File: src/rtl/fft_4_pkg.sv
// fft_4_pkg: shared types and helpers for the 4-point FFT engine.
//   WIDTH      : component width of input samples and output bins
//   EXT_W      : internal width (WIDTH+2), enough for two butterfly stages
//   cplx_t     : signed complex sample at WIDTH bits
//   cplx_ext_t : signed complex value at EXT_W bits
//   to_ext     : sign-extends a WIDTH-bit re/im pair into cplx_ext_t
//   sat        : clamps an EXT_W-bit value into the WIDTH-bit signed range
//   asr1       : arithmetic shift right by one (rounds toward -inf)
package fft_4_pkg;

  localparam int WIDTH = 16;
  localparam int EXT_W = WIDTH + 2;

  typedef struct packed {
    logic signed [WIDTH-1:0] re;
    logic signed [WIDTH-1:0] im;
  } cplx_t;

  typedef struct packed {
    logic signed [EXT_W-1:0] re;
    logic signed [EXT_W-1:0] im;
  } cplx_ext_t;

  function automatic cplx_ext_t to_ext(input logic signed [WIDTH-1:0] re,
                                       input logic signed [WIDTH-1:0] im);
    cplx_ext_t r;
    r.re = {{2{re[WIDTH-1]}}, re};
    r.im = {{2{im[WIDTH-1]}}, im};
    return r;
  endfunction

  // Value fits when the top three bits are all equal (pure sign extension).
  function automatic logic signed [WIDTH-1:0] sat(input logic signed [EXT_W-1:0] v);
    if (v[EXT_W-1:WIDTH-1] == 3'b000 || v[EXT_W-1:WIDTH-1] == 3'b111)
      return v[WIDTH-1:0];
    else if (v[EXT_W-1])
      return {1'b1, {(WIDTH-1){1'b0}}};
    else
      return {1'b0, {(WIDTH-1){1'b1}}};
  endfunction

  function automatic logic signed [EXT_W-1:0] asr1(input logic signed [EXT_W-1:0] v);
    return v >>> 1;
  endfunction

  function automatic cplx_ext_t cplx_asr1(input cplx_ext_t c);
    cplx_ext_t r;
    r.re = asr1(c.re);
    r.im = asr1(c.im);
    return r;
  endfunction

endpackage

File: src/rtl/fft_4_if.sv
// fft_4_if: sample/bin bundle for the 4-point FFT engine.
//   in_valid, x0..x3 re/im : time-domain sample set (master -> slave)
//   out_valid, y0..y3 re/im: frequency-domain bins (slave -> master)
interface fft_4_if;
  import fft_4_pkg::*;

  logic                    in_valid;
  logic signed [WIDTH-1:0] x0_re, x0_im, x1_re, x1_im;
  logic signed [WIDTH-1:0] x2_re, x2_im, x3_re, x3_im;
  logic                    out_valid;
  logic signed [WIDTH-1:0] y0_re, y0_im, y1_re, y1_im;
  logic signed [WIDTH-1:0] y2_re, y2_im, y3_re, y3_im;

  modport master (
    output in_valid, x0_re, x0_im, x1_re, x1_im, x2_re, x2_im, x3_re, x3_im,
    input  out_valid, y0_re, y0_im, y1_re, y1_im, y2_re, y2_im, y3_re, y3_im
  );

  modport slave (
    input  in_valid, x0_re, x0_im, x1_re, x1_im, x2_re, x2_im, x3_re, x3_im,
    output out_valid, y0_re, y0_im, y1_re, y1_im, y2_re, y2_im, y3_re, y3_im
  );
endinterface

File: src/rtl/fft_4_bfly.sv
// fft_4_bfly: combinational radix-2 complex butterfly.
//   a, b      : inputs (EXT_W-bit complex)
//   sum, diff : a + b' and a - b', where b' = -j*b when ROT_NJ = 1, else b
// Operands arrive already sign-extended, so sums cannot wrap.
module fft_4_bfly
  import fft_4_pkg::*;
#(
  parameter bit ROT_NJ = 1'b0
) (
  input  cplx_ext_t a,
  input  cplx_ext_t b,
  output cplx_ext_t sum,
  output cplx_ext_t diff
);

  cplx_ext_t b_rot;

  always_comb begin
    b_rot = b;
    // -j * (re + j im) = im - j re : swap and negate, no multiplier
    if (ROT_NJ) begin
      b_rot.re = b.im;
      b_rot.im = -b.re;
    end
    sum.re  = a.re + b_rot.re;
    sum.im  = a.im + b_rot.im;
    diff.re = a.re - b_rot.re;
    diff.im = a.im - b_rot.im;
  end

endmodule

File: src/rtl/fft_4.sv
// fft_4: 4-point complex FFT, two registered butterfly stages, one
// transform per clock, latency two cycles, no backpressure.
//   clk : rising-edge clock
//   rst : synchronous active-high reset, flushes both stages
//   bus : fft_4_if.slave (in_valid/x0..x3 in, out_valid/y0..y3 out)
// Build option FFT4_SCALE_EN: when defined every stage result is shifted
// right by one (outputs = X[k]/4); otherwise outputs are saturated X[k].
module fft_4
  import fft_4_pkg::*;
(
  input logic   clk,
  input logic   rst,
  fft_4_if.slave bus
);

  cplx_ext_t xe [4];
  cplx_ext_t a0, a1, b0, b1;
  cplx_ext_t a0_d, a1_d, b0_d, b1_d;
  cplx_ext_t a0_q, a1_q, b0_q, b1_q;
  cplx_ext_t y0_e, y1_e, y2_e, y3_e;
  cplx_t     y_d [4];
  logic      v1_q;

  always_comb begin
    xe[0] = to_ext(bus.x0_re, bus.x0_im);
    xe[1] = to_ext(bus.x1_re, bus.x1_im);
    xe[2] = to_ext(bus.x2_re, bus.x2_im);
    xe[3] = to_ext(bus.x3_re, bus.x3_im);
  end

  fft_4_bfly #(.ROT_NJ(1'b0)) u_s1_even (.a(xe[0]), .b(xe[2]), .sum(a0), .diff(b0));
  fft_4_bfly #(.ROT_NJ(1'b0)) u_s1_odd  (.a(xe[1]), .b(xe[3]), .sum(a1), .diff(b1));

  always_comb begin
`ifdef FFT4_SCALE_EN
    a0_d = cplx_asr1(a0);
    a1_d = cplx_asr1(a1);
    b0_d = cplx_asr1(b0);
    b1_d = cplx_asr1(b1);
`else
    a0_d = a0;
    a1_d = a1;
    b0_d = b0;
    b1_d = b1;
`endif
  end

  fft_4_bfly #(.ROT_NJ(1'b0)) u_s2_even (.a(a0_q), .b(a1_q), .sum(y0_e), .diff(y2_e));
  fft_4_bfly #(.ROT_NJ(1'b1)) u_s2_odd  (.a(b0_q), .b(b1_q), .sum(y1_e), .diff(y3_e));

  // With scaling the shifted value always fits, so sat() is a pure truncation.
  function automatic cplx_t finish(input cplx_ext_t v);
    cplx_t r;
`ifdef FFT4_SCALE_EN
    r.re = sat(asr1(v.re));
    r.im = sat(asr1(v.im));
`else
    r.re = sat(v.re);
    r.im = sat(v.im);
`endif
    return r;
  endfunction

  always_comb begin
    y_d[0] = finish(y0_e);
    y_d[1] = finish(y1_e);
    y_d[2] = finish(y2_e);
    y_d[3] = finish(y3_e);
  end

  always_ff @(posedge clk) begin
    if (rst) begin
      v1_q          <= 1'b0;
      a0_q          <= '0;
      a1_q          <= '0;
      b0_q          <= '0;
      b1_q          <= '0;
      bus.out_valid <= 1'b0;
      bus.y0_re     <= '0;
      bus.y0_im     <= '0;
      bus.y1_re     <= '0;
      bus.y1_im     <= '0;
      bus.y2_re     <= '0;
      bus.y2_im     <= '0;
      bus.y3_re     <= '0;
      bus.y3_im     <= '0;
    end else begin
      v1_q          <= bus.in_valid;
      bus.out_valid <= v1_q;
      if (bus.in_valid) begin
        a0_q <= a0_d;
        a1_q <= a1_d;
        b0_q <= b0_d;
        b1_q <= b1_d;
      end
      if (v1_q) begin
        bus.y0_re <= y_d[0].re;
        bus.y0_im <= y_d[0].im;
        bus.y1_re <= y_d[1].re;
        bus.y1_im <= y_d[1].im;
        bus.y2_re <= y_d[2].re;
        bus.y2_im <= y_d[2].im;
        bus.y3_re <= y_d[3].re;
        bus.y3_im <= y_d[3].im;
      end
    end
  end

endmodule

File: src/flat_wrapper.sv
// flat-port wrapper written by rule: the top's interface ports become plain ports
module fft_4_flat import fft_4_pkg::*;
  (clk, rst, bus_in_valid, bus_x0_re, bus_x0_im, bus_x1_re, bus_x1_im, bus_x2_re, bus_x2_im, bus_x3_re, bus_x3_im, bus_out_valid, bus_y0_re, bus_y0_im, bus_y1_re, bus_y1_im, bus_y2_re, bus_y2_im, bus_y3_re, bus_y3_im);
  fft_4_if bus_i ();
  input logic clk;
  input logic rst;
  input wire logic [$bits(bus_i.in_valid)-1:0] bus_in_valid;
  input wire logic [$bits(bus_i.x0_re)-1:0] bus_x0_re;
  input wire logic [$bits(bus_i.x0_im)-1:0] bus_x0_im;
  input wire logic [$bits(bus_i.x1_re)-1:0] bus_x1_re;
  input wire logic [$bits(bus_i.x1_im)-1:0] bus_x1_im;
  input wire logic [$bits(bus_i.x2_re)-1:0] bus_x2_re;
  input wire logic [$bits(bus_i.x2_im)-1:0] bus_x2_im;
  input wire logic [$bits(bus_i.x3_re)-1:0] bus_x3_re;
  input wire logic [$bits(bus_i.x3_im)-1:0] bus_x3_im;
  output wire logic [$bits(bus_i.out_valid)-1:0] bus_out_valid;
  output wire logic [$bits(bus_i.y0_re)-1:0] bus_y0_re;
  output wire logic [$bits(bus_i.y0_im)-1:0] bus_y0_im;
  output wire logic [$bits(bus_i.y1_re)-1:0] bus_y1_re;
  output wire logic [$bits(bus_i.y1_im)-1:0] bus_y1_im;
  output wire logic [$bits(bus_i.y2_re)-1:0] bus_y2_re;
  output wire logic [$bits(bus_i.y2_im)-1:0] bus_y2_im;
  output wire logic [$bits(bus_i.y3_re)-1:0] bus_y3_re;
  output wire logic [$bits(bus_i.y3_im)-1:0] bus_y3_im;
  assign bus_i.in_valid = bus_in_valid;
  assign bus_i.x0_re = bus_x0_re;
  assign bus_i.x0_im = bus_x0_im;
  assign bus_i.x1_re = bus_x1_re;
  assign bus_i.x1_im = bus_x1_im;
  assign bus_i.x2_re = bus_x2_re;
  assign bus_i.x2_im = bus_x2_im;
  assign bus_i.x3_re = bus_x3_re;
  assign bus_i.x3_im = bus_x3_im;
  assign bus_out_valid = bus_i.out_valid;
  assign bus_y0_re = bus_i.y0_re;
  assign bus_y0_im = bus_i.y0_im;
  assign bus_y1_re = bus_i.y1_re;
  assign bus_y1_im = bus_i.y1_im;
  assign bus_y2_re = bus_i.y2_re;
  assign bus_y2_im = bus_i.y2_im;
  assign bus_y3_re = bus_i.y3_re;
  assign bus_y3_im = bus_i.y3_im;
  fft_4 u_core (.clk(clk), .rst(rst), .bus(bus_i));
endmodule
File: config.mk
export PLATFORM = sky130hd
export DESIGN_NAME = fft_4_flat
export DESIGN_NICKNAME = d
export VERILOG_FILES = /design/src/rtl/fft_4_pkg.sv /design/src/rtl/fft_4_if.sv /design/src/rtl/fft_4_bfly.sv /design/src/rtl/fft_4.sv /design/src/flat_wrapper.sv
export SDC_FILE = /design/constraint.sdc
export NUM_CORES = 1
export LEC_CHECK = 0
export CELL_PAD_IN_SITES_DETAIL_PLACEMENT = 1
export CELL_PAD_IN_SITES_GLOBAL_PLACEMENT = 1
export CORE_ASPECT_RATIO = 0.8
export CORE_MARGIN = 1.5
export CORE_UTILIZATION = 40
export CTS_CLUSTER_DIAMETER = 30
export DETAILED_ROUTE_END_ITERATION = 10
export PLACE_DENSITY = 0.83
export SETUP_SLACK_MARGIN = 0.15
export SKIP_CTS_REPAIR_TIMING = 1
export SLEW_MARGIN = 0
export SYNTH_ARGS = -nofsm -noshare
export SYNTH_HDL_FRONTEND = slang
export SYNTH_HIERARCHICAL = 1
export SYNTH_SLANG_ARGS = --single-unit
File: constraint.sdc
create_clock -name clk -period 3.8 [get_ports clk]
set_input_delay 0.76 -clock clk [delete_from_list [all_inputs] [get_ports clk]]
set_output_delay 0.76 -clock clk [all_outputs]
set_load 0.02 [all_outputs]
==> metrics.md <==
| Metric | Value |
|---|---|
| Outcome | finished with violations |
| Violated checks | negative setup slack |
| Hold/Removal Path Class | reg2reg |
| Synth area leaders | dfxtp_1 22%, ha_1 14%, xnor2_1 6.8% |
| WP data required | around 4.3 ns |
| Syn nets | about 3600 |
| Period utilisation layout | 1.022 |
| Final worst slack | -0.08211 ns |
| Starting density of the core | 0.4078 |
| Final setup viols | 14 |
| DRT Pass-1 Iters | 5 |
| CTS max path bufs | 3 |
| Max Slew Vio Count | 0 |
| Min Hold Slack | 0.4678 ns |
| Final net count | 3815 |
| Fraction of registers with async set/reset | 0 |
| Core box area | 0.06152 sq mm |
| Antenna violations before repair | 2 |
| Clock sink count | 274 |
| DRT iter0 DRCs | ~1800 |
| Worst Tran Pin Value | roughly 1.2 ns |
| Most common cell after layout, fill and taps aside | nor2_1 |
| RSZ-0062 raised after global routing | true |
| CTS tree | built |
| Die width | 283.0 um |
| Setup crit start kind | flip-flop |
| EDFF count, synth | 0 |
| Clock-pin slew on the worst setup and hold paths | roughly 0.050 ns |
| Syn Inst Count | 3168 |
| Power share of the combinational group | 0.462 |
| LEAKAGE | around 13 nW |
| Fin util | 0.5032 |
| Global Route Usage Sum | 0.2602 |
| Post-route ant nets | 0 |
| Largest area contributor in the netlist | dfxtp_1 |
| Synth Flop Type | dfxtp_1 |
| Post-synth top area share | 0.2187 |
| Internal | a little over 10 mW |
| Cell Rows | 81 |
| Area growth, synth to finish | 23.41% |
| Post-DP HPWL | roughly 66 mm |
| Sequential share of power | 0.219 |
| I/O pins | 260 |
| Power per cell area | 551.3 mW/mm^2 |
| Syn Area/Cell | 7.918 sq um |
| Worst vdd ir | 0.3744 mV |
| Die area | 0.06423 sq mm |
| Critical path type | reg2reg |
| Wire per inst | roughly 21 um |
| Synth Warn # | 6 |
| H-tree Lvls | 2 |
| Worst slack, placed | -0.02181 ns |
| Maxcap violations | 0 |
| Min Clock Period, post-route | between 3 and 4 ns |
| DRC violations left | 0 |
| Clk_lat worst skew | a little over 0.6 ns |
| Root Driver | clkbuf_16 |
| Final Hold Viols | 0 |
| Gr ovfl total | 0 |
| Gpl congestion | a little over 0.9 |
| Worst Skew | between 0.02 and 0.025 ns |
| Global-route wire length before repair | around 130 mm |
| Register area share after synthesis | 0.2187 |
| IO buf count | roughly 260 |
| Most frequent cells in the layout | 418 x nor2_1, 271 x dfxtp_1, 268 x a21oi_1 |
| Yosys reg bits | around 270 |
| DR vias | 24000 |
| Largest net degree at the start of global routing | 133 |
| Cts bufs inserted | 59 |
| Rel. slew slack | 0.1899 |
| Sw power | around 7 mW |
| Layout cells sized above 1 | 0.09651 |
| WL final | ~89 mm |
| Synth cell types | between 90 and 100 |
| Vias in the first global route | between 20000 and 25000 |
| CP endpoint kind | flip-flop |
| Post-Syn Area | about 0.025 sq mm |
| CP Max Fanout | 7 |
| Die height | 227.0 um |
| Vias/cell | between 5 and 6 |
| Worst EP arrival | 4.34 ns |
| Sw Share | 0.4025 |
| Clk pwr share | 0.319 |
| Max Clk Rate | approximately 260 MHz |
[synthesized netlist by cell type, types with 52 or more instances]
master,n
a211oi_1,65
dfxtp_1,274
ha_1,278
xor2_1,54
o211ai_1,92
a21oi_1,277
xnor2_1,194
nand2_1,135
o21ai_0,80
inv_1,263
nor3_1,52
nor2_1,422
mux2i_1,159
clkbuf_1,61
nand2b_1,108
[per-layer routing]
layer | share of wire | track usage | vias up
li1 | - | - | 11430
met1 | 0.46 | 0.3525 | 11840
met2 | 0.46 | 0.4275 | 593
met3 | 0.052 | 0.03978 | 135
met4 | 0.025 | 0.07683 | 2
met5 | 0.00013 | 0 | -
[critical path, stage by stage, from the launching register on]
cell and delay [ns]:
dfxtp_1 0.32, nor3_2 0.24, buf_4 0.15, nand3_1 0.11, xor2_2 0.17, buf_4 0.15
buf_4 0.12, ha_1 0.24, o21ai_0 0.53, a21oi_1 0.21, nand2_1 0.22, or2_1 0.17
nand3_2 0.09, a31oi_1 0.25, nor2_4 0.09, o21ba_4 0.23, clkbuf_16 0.17, o211ai_1 0.19
a21oi_1 0.09
[area by class of cell]
cell class,count,area [sq um]
fillers,7316,30560
inverters,275,1032
flip-flops and latches,274,5497
clock buffers,73,1610
diodes,1,2.502
well taps,830,1039
multi-input cells,2438,17980
clock inverters,38,508.0
repair buffers,342,3291
[registers in the layout, indices dropped and copies added (netlist names), 36 cells and up]
signal,count
u_core/a1_q,36
u_core/b0_q,36
u_core/a0_q,36
u_core/b1_q,36
[metrics by stage]
stage	TNS (ns)	instance area, sq um	power [mW]	std cells
4_1_cts	-1.170	30360	16.46	4257
3_5_place_dp	-0.05481	28240	10.87	4146
6_report	-0.5129	30960	17.07	4271
5_1_grt	-6.330	30950	17.90	4270
3_3_place_gp	0	28240	10.70	4146
2_1_floorplan	0	25080	8.525	3168
[logic make-up (layout without fill, tap and decap cells)]
group           Yosys count  count (layout)  synth area share
simple gates            886             886            0.1650
compound gates          849             851            0.2308
buf+inv                 458             728           0.08405
fa+ha+maj               294             294            0.1514
flops                   274             274            0.2187
xor+xnor                248             248           0.08659
mux                     159             159           0.06345
other cells               0               1                 0
[final timing paths]
path / from / to / slack (ns) / depth (start not counted)
setup / recovery: u_core/b1_q[21] / u_core/bus.y1_im[9] / -0.08 / 18
hold / removal: u_core/bus.y0_im[3] / u_core/bus.y0_im[3] / 0.47 / 2
setup reg to reg: u_core/b1_q[21] / u_core/bus.y1_im[9] / -0.08 / 18
hold reg to reg: u_core/bus.y0_im[3] / u_core/bus.y0_im[3] / 0.47 / 2
[power groups by stage]
stage	Sequential [mW]	Combinational, mW	Clock, mW
floorplan	3.86	4.67	0
global placement	3.75	6.95	0
detailed placement	3.76	7.10	0
CTS	3.72	7.22	5.51
global route	3.77	8.45	5.68
finish	3.74	7.89	5.44
Power figures use the tool's default switching activity.
